===== src/rtl/wb_master_arbiter_pkg.sv =====
// Shared definitions for the two-master Wishbone arbiter: FSM state
// encodings, master identifiers and a grant-vector helper.
package wb_master_arbiter_pkg;

  typedef enum logic [1:0] {
    ST_IDLE  = 2'd0,
    ST_BUSY  = 2'd1,
    ST_ABORT = 2'd2
  } arb_state_e;

  localparam logic MID_M0 = 1'b0;
  localparam logic MID_M1 = 1'b1;

  function automatic logic [1:0] grant_onehot(input logic id);
    return (id == MID_M1) ? 2'b10 : 2'b01;
  endfunction

endpackage


===== src/rtl/wb_bus_watchdog.sv =====
// Bus watchdog: counts stalled cycles while running and flags expiry in the
// cycle that would be the TIMEOUT_CYCLES-th consecutive unanswered one.
module wb_bus_watchdog #(
  parameter int unsigned TIMEOUT_CYCLES = 64
) (
  input  logic i_clk,
  input  logic i_resetn,
  input  logic i_clear,
  input  logic i_run,
  output logic o_expired
);

  localparam int unsigned CW = $clog2(TIMEOUT_CYCLES + 1);
  localparam logic [CW-1:0] LIMIT   = CW'(TIMEOUT_CYCLES);
  localparam logic [CW-1:0] PRE_LIM = CW'(TIMEOUT_CYCLES - 1);

  logic [CW-1:0] r_count;

  // NOTE: sequential state uses non-blocking assignments so every register
  // samples pre-edge values regardless of statement order.
  always_ff @(posedge i_clk or negedge i_resetn) begin
    if (!i_resetn) begin
      r_count <= '0;
    end else if (i_clear) begin
      r_count <= '0;
    end else if (i_run && (r_count != LIMIT)) begin
      r_count <= r_count + CW'(1);
    end
  end

  // The current cycle counts as stalled, so expiry is one below the limit.
  assign o_expired = i_run && (r_count >= PRE_LIM);

endmodule


===== src/rtl/wb_master_arbiter.sv =====
// Round-robin arbiter granting whole Wishbone cycles to M0 (CPU) or M1
// (debug bridge), with a watchdog that aborts cycles the slave never answers.
module wb_master_arbiter
  import wb_master_arbiter_pkg::*;
#(
  parameter int unsigned TIMEOUT_CYCLES = 64
) (
  input  logic        i_clk,
  input  logic        i_resetn,

  input  logic        i_m0_wb_cyc,
  input  logic        i_m0_wb_stb,
  input  logic        i_m0_wb_we,
  input  logic [31:0] i_m0_wb_addr,
  input  logic [31:0] i_m0_wb_data,
  input  logic [3:0]  i_m0_wb_sel,
  output logic        o_m0_wb_ack,
  output logic        o_m0_wb_stall,
  output logic        o_m0_wb_err,
  output logic [31:0] o_m0_wb_data,

  input  logic        i_m1_wb_cyc,
  input  logic        i_m1_wb_stb,
  input  logic        i_m1_wb_we,
  input  logic [31:0] i_m1_wb_addr,
  input  logic [31:0] i_m1_wb_data,
  input  logic [3:0]  i_m1_wb_sel,
  output logic        o_m1_wb_ack,
  output logic        o_m1_wb_stall,
  output logic        o_m1_wb_err,
  output logic [31:0] o_m1_wb_data,

  output logic        o_wb_cyc,
  output logic        o_wb_stb,
  output logic        o_wb_we,
  output logic [31:0] o_wb_addr,
  output logic [31:0] o_wb_data,
  output logic [3:0]  o_wb_sel,
  input  logic        i_wb_ack,
  input  logic        i_wb_stall,
  input  logic        i_wb_err,
  input  logic [31:0] i_wb_data,

  output logic [1:0]  o_grant,
  output logic        o_timeout
);

  arb_state_e r_state;
  logic       r_owner;
  logic       r_last;
  logic [1:0] r_grant;

  logic w_busy;
  logic w_owner_cyc;
  logic w_owner_stb;
  logic w_any_req;
  logic w_pick;
  logic w_clear;
  logic w_run;
  logic w_expired;
  logic w_fwd;

  assign w_busy      = (r_state == ST_BUSY);
  assign w_owner_cyc = (r_owner == MID_M1) ? i_m1_wb_cyc : i_m0_wb_cyc;
  assign w_owner_stb = (r_owner == MID_M1) ? i_m1_wb_stb : i_m0_wb_stb;
  assign w_any_req   = i_m0_wb_cyc | i_m1_wb_cyc;
  assign w_pick      = (i_m0_wb_cyc && i_m1_wb_cyc) ? ~r_last : i_m1_wb_cyc;

  // Responses reach the owner only while it still holds cyc in BUSY, so an
  // ack arriving after the owner abandoned the cycle is swallowed.
  assign w_fwd   = w_busy && w_owner_cyc;
  assign w_run   = w_fwd && !i_wb_ack && !i_wb_err;
  assign w_clear = ((r_state == ST_IDLE) && w_any_req) || (w_busy && (i_wb_ack || i_wb_err));

  wb_bus_watchdog #(
    .TIMEOUT_CYCLES(TIMEOUT_CYCLES)
  ) u_watchdog (
    .i_clk    (i_clk),
    .i_resetn (i_resetn),
    .i_clear  (w_clear),
    .i_run    (w_run),
    .o_expired(w_expired)
  );

  always_ff @(posedge i_clk or negedge i_resetn) begin
    if (!i_resetn) begin
      r_state <= ST_IDLE;
      r_owner <= MID_M0;
      r_last  <= MID_M1;
      r_grant <= 2'b00;
    end else begin
      case (r_state)
        ST_IDLE: begin
          if (w_any_req) begin
            r_state <= ST_BUSY;
            r_owner <= w_pick;
            r_last  <= w_pick;
            r_grant <= grant_onehot(w_pick);
          end
        end
        ST_BUSY: begin
          if (!w_owner_cyc) begin
            r_state <= ST_IDLE;
            r_grant <= 2'b00;
          end else if (w_expired) begin
            r_state <= ST_ABORT;
          end
        end
        ST_ABORT: begin
          if (!w_owner_cyc) begin
            r_state <= ST_IDLE;
            r_grant <= 2'b00;
          end
        end
        default: begin
          r_state <= ST_IDLE;
          r_grant <= 2'b00;
        end
      endcase
    end
  end

  assign o_grant   = r_grant;
  assign o_timeout = w_fwd && w_expired;

  // Slave-side request path: zero-latency mux of the owner's signals.
  assign o_wb_cyc  = w_fwd;
  assign o_wb_stb  = w_fwd && w_owner_stb;
  assign o_wb_we   = (r_owner == MID_M1) ? i_m1_wb_we   : i_m0_wb_we;
  assign o_wb_addr = (r_owner == MID_M1) ? i_m1_wb_addr : i_m0_wb_addr;
  assign o_wb_data = (r_owner == MID_M1) ? i_m1_wb_data : i_m0_wb_data;
  assign o_wb_sel  = (r_owner == MID_M1) ? i_m1_wb_sel  : i_m0_wb_sel;

  // NOTE: every output of this block gets a default first, so no path can
  // leave a signal unassigned and infer a latch.
  always_comb begin
    o_m0_wb_ack   = 1'b0;
    o_m0_wb_err   = 1'b0;
    o_m0_wb_stall = 1'b1;
    o_m0_wb_data  = 32'h0;
    o_m1_wb_ack   = 1'b0;
    o_m1_wb_err   = 1'b0;
    o_m1_wb_stall = 1'b1;
    o_m1_wb_data  = 32'h0;
    if (w_busy) begin
      if (r_owner == MID_M0) begin
        o_m0_wb_ack   = w_fwd && i_wb_ack;
        o_m0_wb_err   = w_fwd && (i_wb_err || w_expired);
        o_m0_wb_stall = i_wb_stall;
        o_m0_wb_data  = i_wb_data;
      end else begin
        o_m1_wb_ack   = w_fwd && i_wb_ack;
        o_m1_wb_err   = w_fwd && (i_wb_err || w_expired);
        o_m1_wb_stall = i_wb_stall;
        o_m1_wb_data  = i_wb_data;
      end
    end
  end

endmodule


===== config.mk =====
export PLATFORM = sky130hd
export DESIGN_NAME = wb_master_arbiter
export DESIGN_NICKNAME = d
export VERILOG_FILES = /design/src/rtl/wb_master_arbiter_pkg.sv /design/src/rtl/wb_bus_watchdog.sv /design/src/rtl/wb_master_arbiter.sv
export SDC_FILE = /design/constraint.sdc
export NUM_CORES = 1
export LEC_CHECK = 0
export ABC_AREA = 1
export BUFFER_PORTS_ARGS = -buffer_cell sky130_fd_sc_hd__buf_2
export CORE_AREA = 2 2 124 126
export CTS_BUF_LIST = sky130_fd_sc_hd__clkbuf_8 sky130_fd_sc_hd__clkbuf_16
export CTS_CLUSTER_SIZE = 16
export DETAILED_ROUTE_END_ITERATION = 8
export DIE_AREA = 0 0 126 128
export PLACE_DENSITY = 0.54
export SYNTH_ARGS = -nofsm -noshare
export SYNTH_HDL_FRONTEND = slang
export SYNTH_SLANG_ARGS = --single-unit

===== constraint.sdc =====
create_clock -name i_clk -period 1.8 [get_ports i_clk]
set_input_delay 0.45 -clock i_clk [delete_from_list [all_inputs] [get_ports i_clk]]
set_output_delay 0.45 -clock i_clk [all_outputs]
set_load 0.01 [all_outputs]

==> results.toml, run 1 <==
[sta]
max_clock_freq_mhz = 519.9
relSlewSlack = 0.7764
worst_slack_ns = -0.1236
fin_skew_ns = 0.0007548
rsz0062_at_grt = "yes"
slew_viol_final = 0
period_share = 1.069
worst_pin_slew_ns = 0.3343
hold_viol = 0
fin_crit_ns = 1.924
setup_violations = 113

[yosys]
synthMostInstantiatedCell = "nand2_1"
yosys_register_bits = 13
synth_top_cell_area_share = 0.4231
synthFlopType = "dfrtp_1"
avgSynthCellArea_um2 = 4.771
ys_types = 23
syn_nets = 634
yosysTopAreaCell = "nand2_1"
synthTopCellsByArea = "nand2_1, dfrtp_1, nor2_1"
yosys_warnings = 0
ys_seq_area_frac = 0.1521
synth-edff-count = 0
netlist_area_mm2 = 0.002147
synthCells = 450
async_reset_ff_frac = 1.000
synthTopCellsByCount = "nand2_1, nor2_1, inv_1, nand3_1, buf_2"

[global_route]
grt-busiest-layer = "met2"
grt_start_max_net_pins = 37
grt_usage = 0.1336
met3_usage = 0.02880
met1_usage = 0.1616
antenna_found_initial = 0
grt_pass1_wl_um = 17380
use_met2 = 0.2505
overflow = 0
grt_pass1_vias = 3377

[layout]
fin_nets = 981
antennaDiodeCount = 0
syn2layout_area_growth_pct = 126.5
finalInstanceArea_mm2 = 0.004863
drive_gt1_frac = 0.5352

[die]
boundaryPins = 323
die_h_um = 128
die-area_mm2 = 0.01613
coreArea_mm2 = 0.01486
fp.dieW_um = 126
start_util = 0.1444
row_count = 45

[critical_path]
arrival_ns = 1.47
rr_startpoint = "r_state[0]"
worstSetupStartpoint = "r_state[1]"
rrSetupSlack_ns = 0.15
r2r-end = "r_state[0]"
worst-path-max-fanout = 4
crit_path_end_kind = "output pin"
crit_path_start_kind = "flop"
r2r_cells = 9
crit_required_ns = 1.35
worstSetupPathType = "flop to output pin"

[detailed_routing]
ant_nets = 0
postRouteWirelength_um = 13070
drt_iter0_markers = 152
wl_per_cell_um = 13.28
dr.pass1.iters = 4
vias = 3909
avgViaCountPerCell = 3.973
drc_errors = 0

[job]
maxCapViolations = 0

[cts]
cts_tree = "built"
insertion_delay_ns = 0.24
clk_path_buf_depth = 2
cts-htree-levels = 1
numClockSinks = 13
cts_root_buf = "clkbuf_16"
numCtsBuffers = 3
clkTransAtPathRegs_ns = 0.05

[place]
dpl_cell_area_mm2 = 0.004114
gp_congestion = 0.8117
hpwl_um = 9436
io_buffers = 322

[power]
p_total_mw = 6.469
peakVddDrop_v = 0.0004000
leakagePower_nw = 3.211
power_density_mw_per_mm2 = 1330

[status]
violations = "setup timing"
status = "finished, violations left"

[hold_path]
hold_class = "primary input to asynchronous set/reset pin"
## critical path, stage by stage (launching register included)
cell and delay (ns):
dfrtp_1 0.38, inv_2 0.08, ha_4 0.15, buf_6 0.12, nand2_8 0.06, nor2_4 0.11
nand2_4 0.08, a21oi_2 0.11, buf_2 0.14
## metal layers
metal	vias to the layer above	routed length, um	part of all wire
met5	-	0	0
met4	0	140	0.011
met3	6	1115	0.085
met2	203	6649	0.51
met1	1681	5164	0.40
li1	2019	-	-
## through the flow
step / setup TNS (ns) / hold slack (ns) / utilization / cells / setup WS [ns]
finish: -5.049 / 0.09296 / 0.3272 / 984 / -0.1236
global route: -14.86 / 0.1037 / 0.3272 / 984 / -0.1963
CTS: -4.837 / 0.1076 / 0.3096 / 976 / -0.1276
detailed placement: 0 / 0.3655 / 0.2768 / 961 / 0.03131
global placement: 0 / 0.3698 / 0.2768 / 961 / 0.05180
floorplan: 0 / 0.1544 / - / 450 / 0.03207
## placed cells by master, fill, tap and decap left out, drive strengths merged
master and n:
or2 1, bufbuf 1, nor3 4, ha 5, dfstp 1, xor2 3
dfrtp 12, inv 52, nand3 18, clkbuf 6, buf 361, nor2 74
nand3b 2, a21oi 7, nand2 244, o31ai 1, o21ai 4
## cell type report
type	count	area, um^2
clock inverters	1	3.754
multi-input cells	363	1714
inverters	51	196.4
repair buffers	365	2310
flip-flops and latches	13	329.1
clock buffers	3	75.07
well taps	188	235.2
fillers	1705	10000
## power breakdown
group          switching [mW]  total [mW]  internal [mW]
logic                    3.08        5.63           2.55
registers              0.0600       0.423          0.363
clock network           0.126       0.420          0.293
total                    3.26        6.47           3.21
## sequential cells by signal, indices dropped and copies added, names as in the netlist
signal	flops
o_grant	2
r_last	1
r_owner	1
r_state	2
u_watchdog.r_count	7
## worst max-delay path by stage
stage | end | slack [ns]
finish | o_m1_wb_err | -0.12
global route | o_m1_wb_err | -0.20
CTS | o_m1_wb_err | -0.13
detailed placement | o_m1_wb_err | 0.03
global placement | o_m0_wb_err | 0.05
floorplan | o_m0_wb_data[10] | 0.03
## repair_timing
item / 4_1_cts / 5_1_grt
setup buffers: 6 / 7
setup endpoints to repair: 113 / 144
gates cloned: 5 / 4
gates resized for setup: 57 / 48
hold buffers: 0 / 0
pin swaps: 8 / 2
## cell families after synthesis
family / after synthesis / synth area share
flops: 13 / 0.1521
fa+ha+maj: 5 / 0.02914
xor+xnor: 3 / 0.01224
compound gates: 12 / 0.03613
buf+inv: 74 / 0.1410
simple gates: 343 / 0.6294
Power figures use the tool's default switching activity.
==> run 2, diff against run 1 <==
- PLACE_DENSITY: 0.54 -> 0.56
==> results.toml, run 2 (synthesis results as in run 1) <==
[status]
status = "finished, violations left"
violations = "setup timing"

[critical_path]
arrival_ns = 1.51
cp_common_cell = "inv_2"
worstSetupStartpoint = "r_state[1]"
worstSetupPathType = "flop to output pin"
crit_path_start_kind = "flop"
critical-path-max-stage-delay_ns = 0.38
path_delay_family = "buffers and inverters"
crit_required_ns = 1.35
cp.buffers_inverters = 5
cp_slowest_cell = "dfrtp_1"
rrSetupSlack_ns = -0.07
crit_path_end_kind = "output pin"
worst-path-max-fanout = 16
crit_path_cell_trace = "inv_2 -> ha_4 -> inv_2 -> nor2_4 -> inv_4 -> clkbuf_16 -> nor2_1 -> buf_2"
rr_startpoint = "u_watchdog.r_count[0]"

[layout]
regMostFlops = "u_watchdog.r_count"
drive_gt1_frac = 0.6650
layout_commonest_cell = "buf_2"
finalNonFillerCells = 1012
antennaDiodeCount = 0
final_cell_mix = "buf_2, nand2_1, nand2_2, nor2_1, inv_1"
fin_nets = 1009
syn2layout_area_growth_pct = 171.7
largest_reg_flops = 7

[sta]
max_clock_freq_mhz = 510.2
slew_viol_final = 0
setup_violations = 130
worst_slack_ns = -0.1602
tns_ns = -8.649
hold_viol = 0
rsz0062_at_grt = "yes"
relSlewSlack = 0.7514
fin_skew_ns = 0.002489
period_share = 1.089
fin_crit_ns = 1.960
worst_pin_slew_ns = 0.3720

[place]
pre_cts_ws_ns = -0.02360
dp_cells = 960
io_buffers = 322
gp_congestion = 0.7775
hpwl_um = 9443

[die]
row_count = 45
coreArea_mm2 = 0.01486
die-area_mm2 = 0.01613
boundaryPins = 323
fp.dieW_um = 126
die_h_um = 128
start_util = 0.1444

[cts]
insertion_delay_ns = 0.24
cts-htree-levels = 1
holdBufCountCts = 0
numCtsBuffers = 3
cts_root_buf = "clkbuf_16"
clk_path_buf_depth = 2
numClockSinks = 13
cts_tree = "built"
clkTransAtPathRegs_ns = 0.05

[power]
peakVddDrop_v = 0.0004905
leakagePower_nw = 3.592
power_density_mw_per_mm2 = 1417

[detailed_routing]
dr.pass1.iters = 4
avgViaCountPerCell = 4.113
vias = 4162
postRouteWirelength_um = 15270
ant_nets = 0
drc_errors = 0
drt_iter0_markers = 124
wl_per_cell_um = 15.08

[global_route]
met1_usage = 0.1613
grt-busiest-layer = "met2"
met3_usage = 0.02963
grt_pass1_wl_um = 17930
overflow = 0
use_met2 = 0.2634
antenna_found_initial = 0
grt_start_max_net_pins = 66
grt_usage = 0.1368
grt_pass1_vias = 3497

[hold_path]
hold_class = "primary input to asynchronous set/reset pin"

[job]
maxCapViolations = 0
==> run 2: changes by cell type in the layout (fill, tap and decap cells not counted), moves of 7 or more <==
cell / previous run / this run
buf_12: 5 / 16
nand2_1: 221 / 143
nand2_4: 7 / 30
nor2_1: 61 / 48
nand2_2: 15 / 69
buf_4: 21 / 32
clkbuf_16: 6 / 13
buf_2: 305 / 284
buf_6: 22 / 45
nor2_4: 3 / 12
==> run 2: repair_timing <==
| item | in CTS | in global routing |
|---|---|---|
| resized for setup | 62 | 201 |
| cloned | 4 | 14 |
| hold endpoints to repair | 0 | 0 |
| setup endpoints to repair | 111 | 152 |
| pin swaps | 10 | 25 |
| setup buffers | 24 | 12 |
==> run 2: layout make-up <==
type                       instances  area, um^2
clock inverter                     1       3.754
inverter                          51       196.4
tap                              188       235.2
multi-input combinational        363        2141
timing repair buffer             393        2854
fill                            1568        9030
clock buffer                       3       75.07
sequential                        13       329.1
==> run 2: stage by stage <==
stage / hold slack [ns] / util / power, mW / instance area [um^2]
floorplan: 0.1544 / - / 2.689 / 2147
global placement: 0.3602 / 0.2771 / 4.622 / 4119
detailed placement: 0.3671 / 0.2771 / 4.635 / 4119
CTS: 0.1082 / 0.3209 / 6.225 / 4770
global route: 0.1195 / 0.3925 / 8.807 / 5834
finish: 0.09669 / 0.3925 / 8.267 / 5834
==> run 2: path summary, 6_finish.rpt <==
check                      cells after the start              end
setup / recovery                               8  o_m0_wb_data[2]
hold / removal                                 1       o_grant[1]
setup reg to reg                              14       r_state[0]
hold reg to reg                                2       o_grant[1]
max in group asynchronous                      1           r_last
min in group i_clk                             2       o_grant[1]
==> run 2: report_power, final <==
part / internal (mW) / total, mW / switching, mW / leakage [nW]
Combinational: 3.58 / 7.43 / 3.85 / 3.38
Clock: 0.293 / 0.420 / 0.126 / 0.0423
Sequential: 0.362 / 0.416 / 0.0535 / 0.169
Total: 4.24 / 8.27 / 4.03 / 3.59
==> run 2: layer usage <==
metal	routed length [um]	share of wire
met1	6003	0.39
met5	0	0
met3	1016	0.067
met2	8158	0.53
met4	87	0.0057
==> run 2: worst register-to-register path: stages, from the launching register on <==
cell and delay, ns:
dfrtp_1 0.40, ha_2 0.20, nand2_2 0.07, inv_2 0.04, nand2_2 0.09, nand3_4 0.08
buf_4 0.14, buf_4 0.12, buf_4 0.12, buf_4 0.12, buf_4 0.12, buf_4 0.12
nand3_2 0.07, nand3_2 0.06, nand2_1 0.06
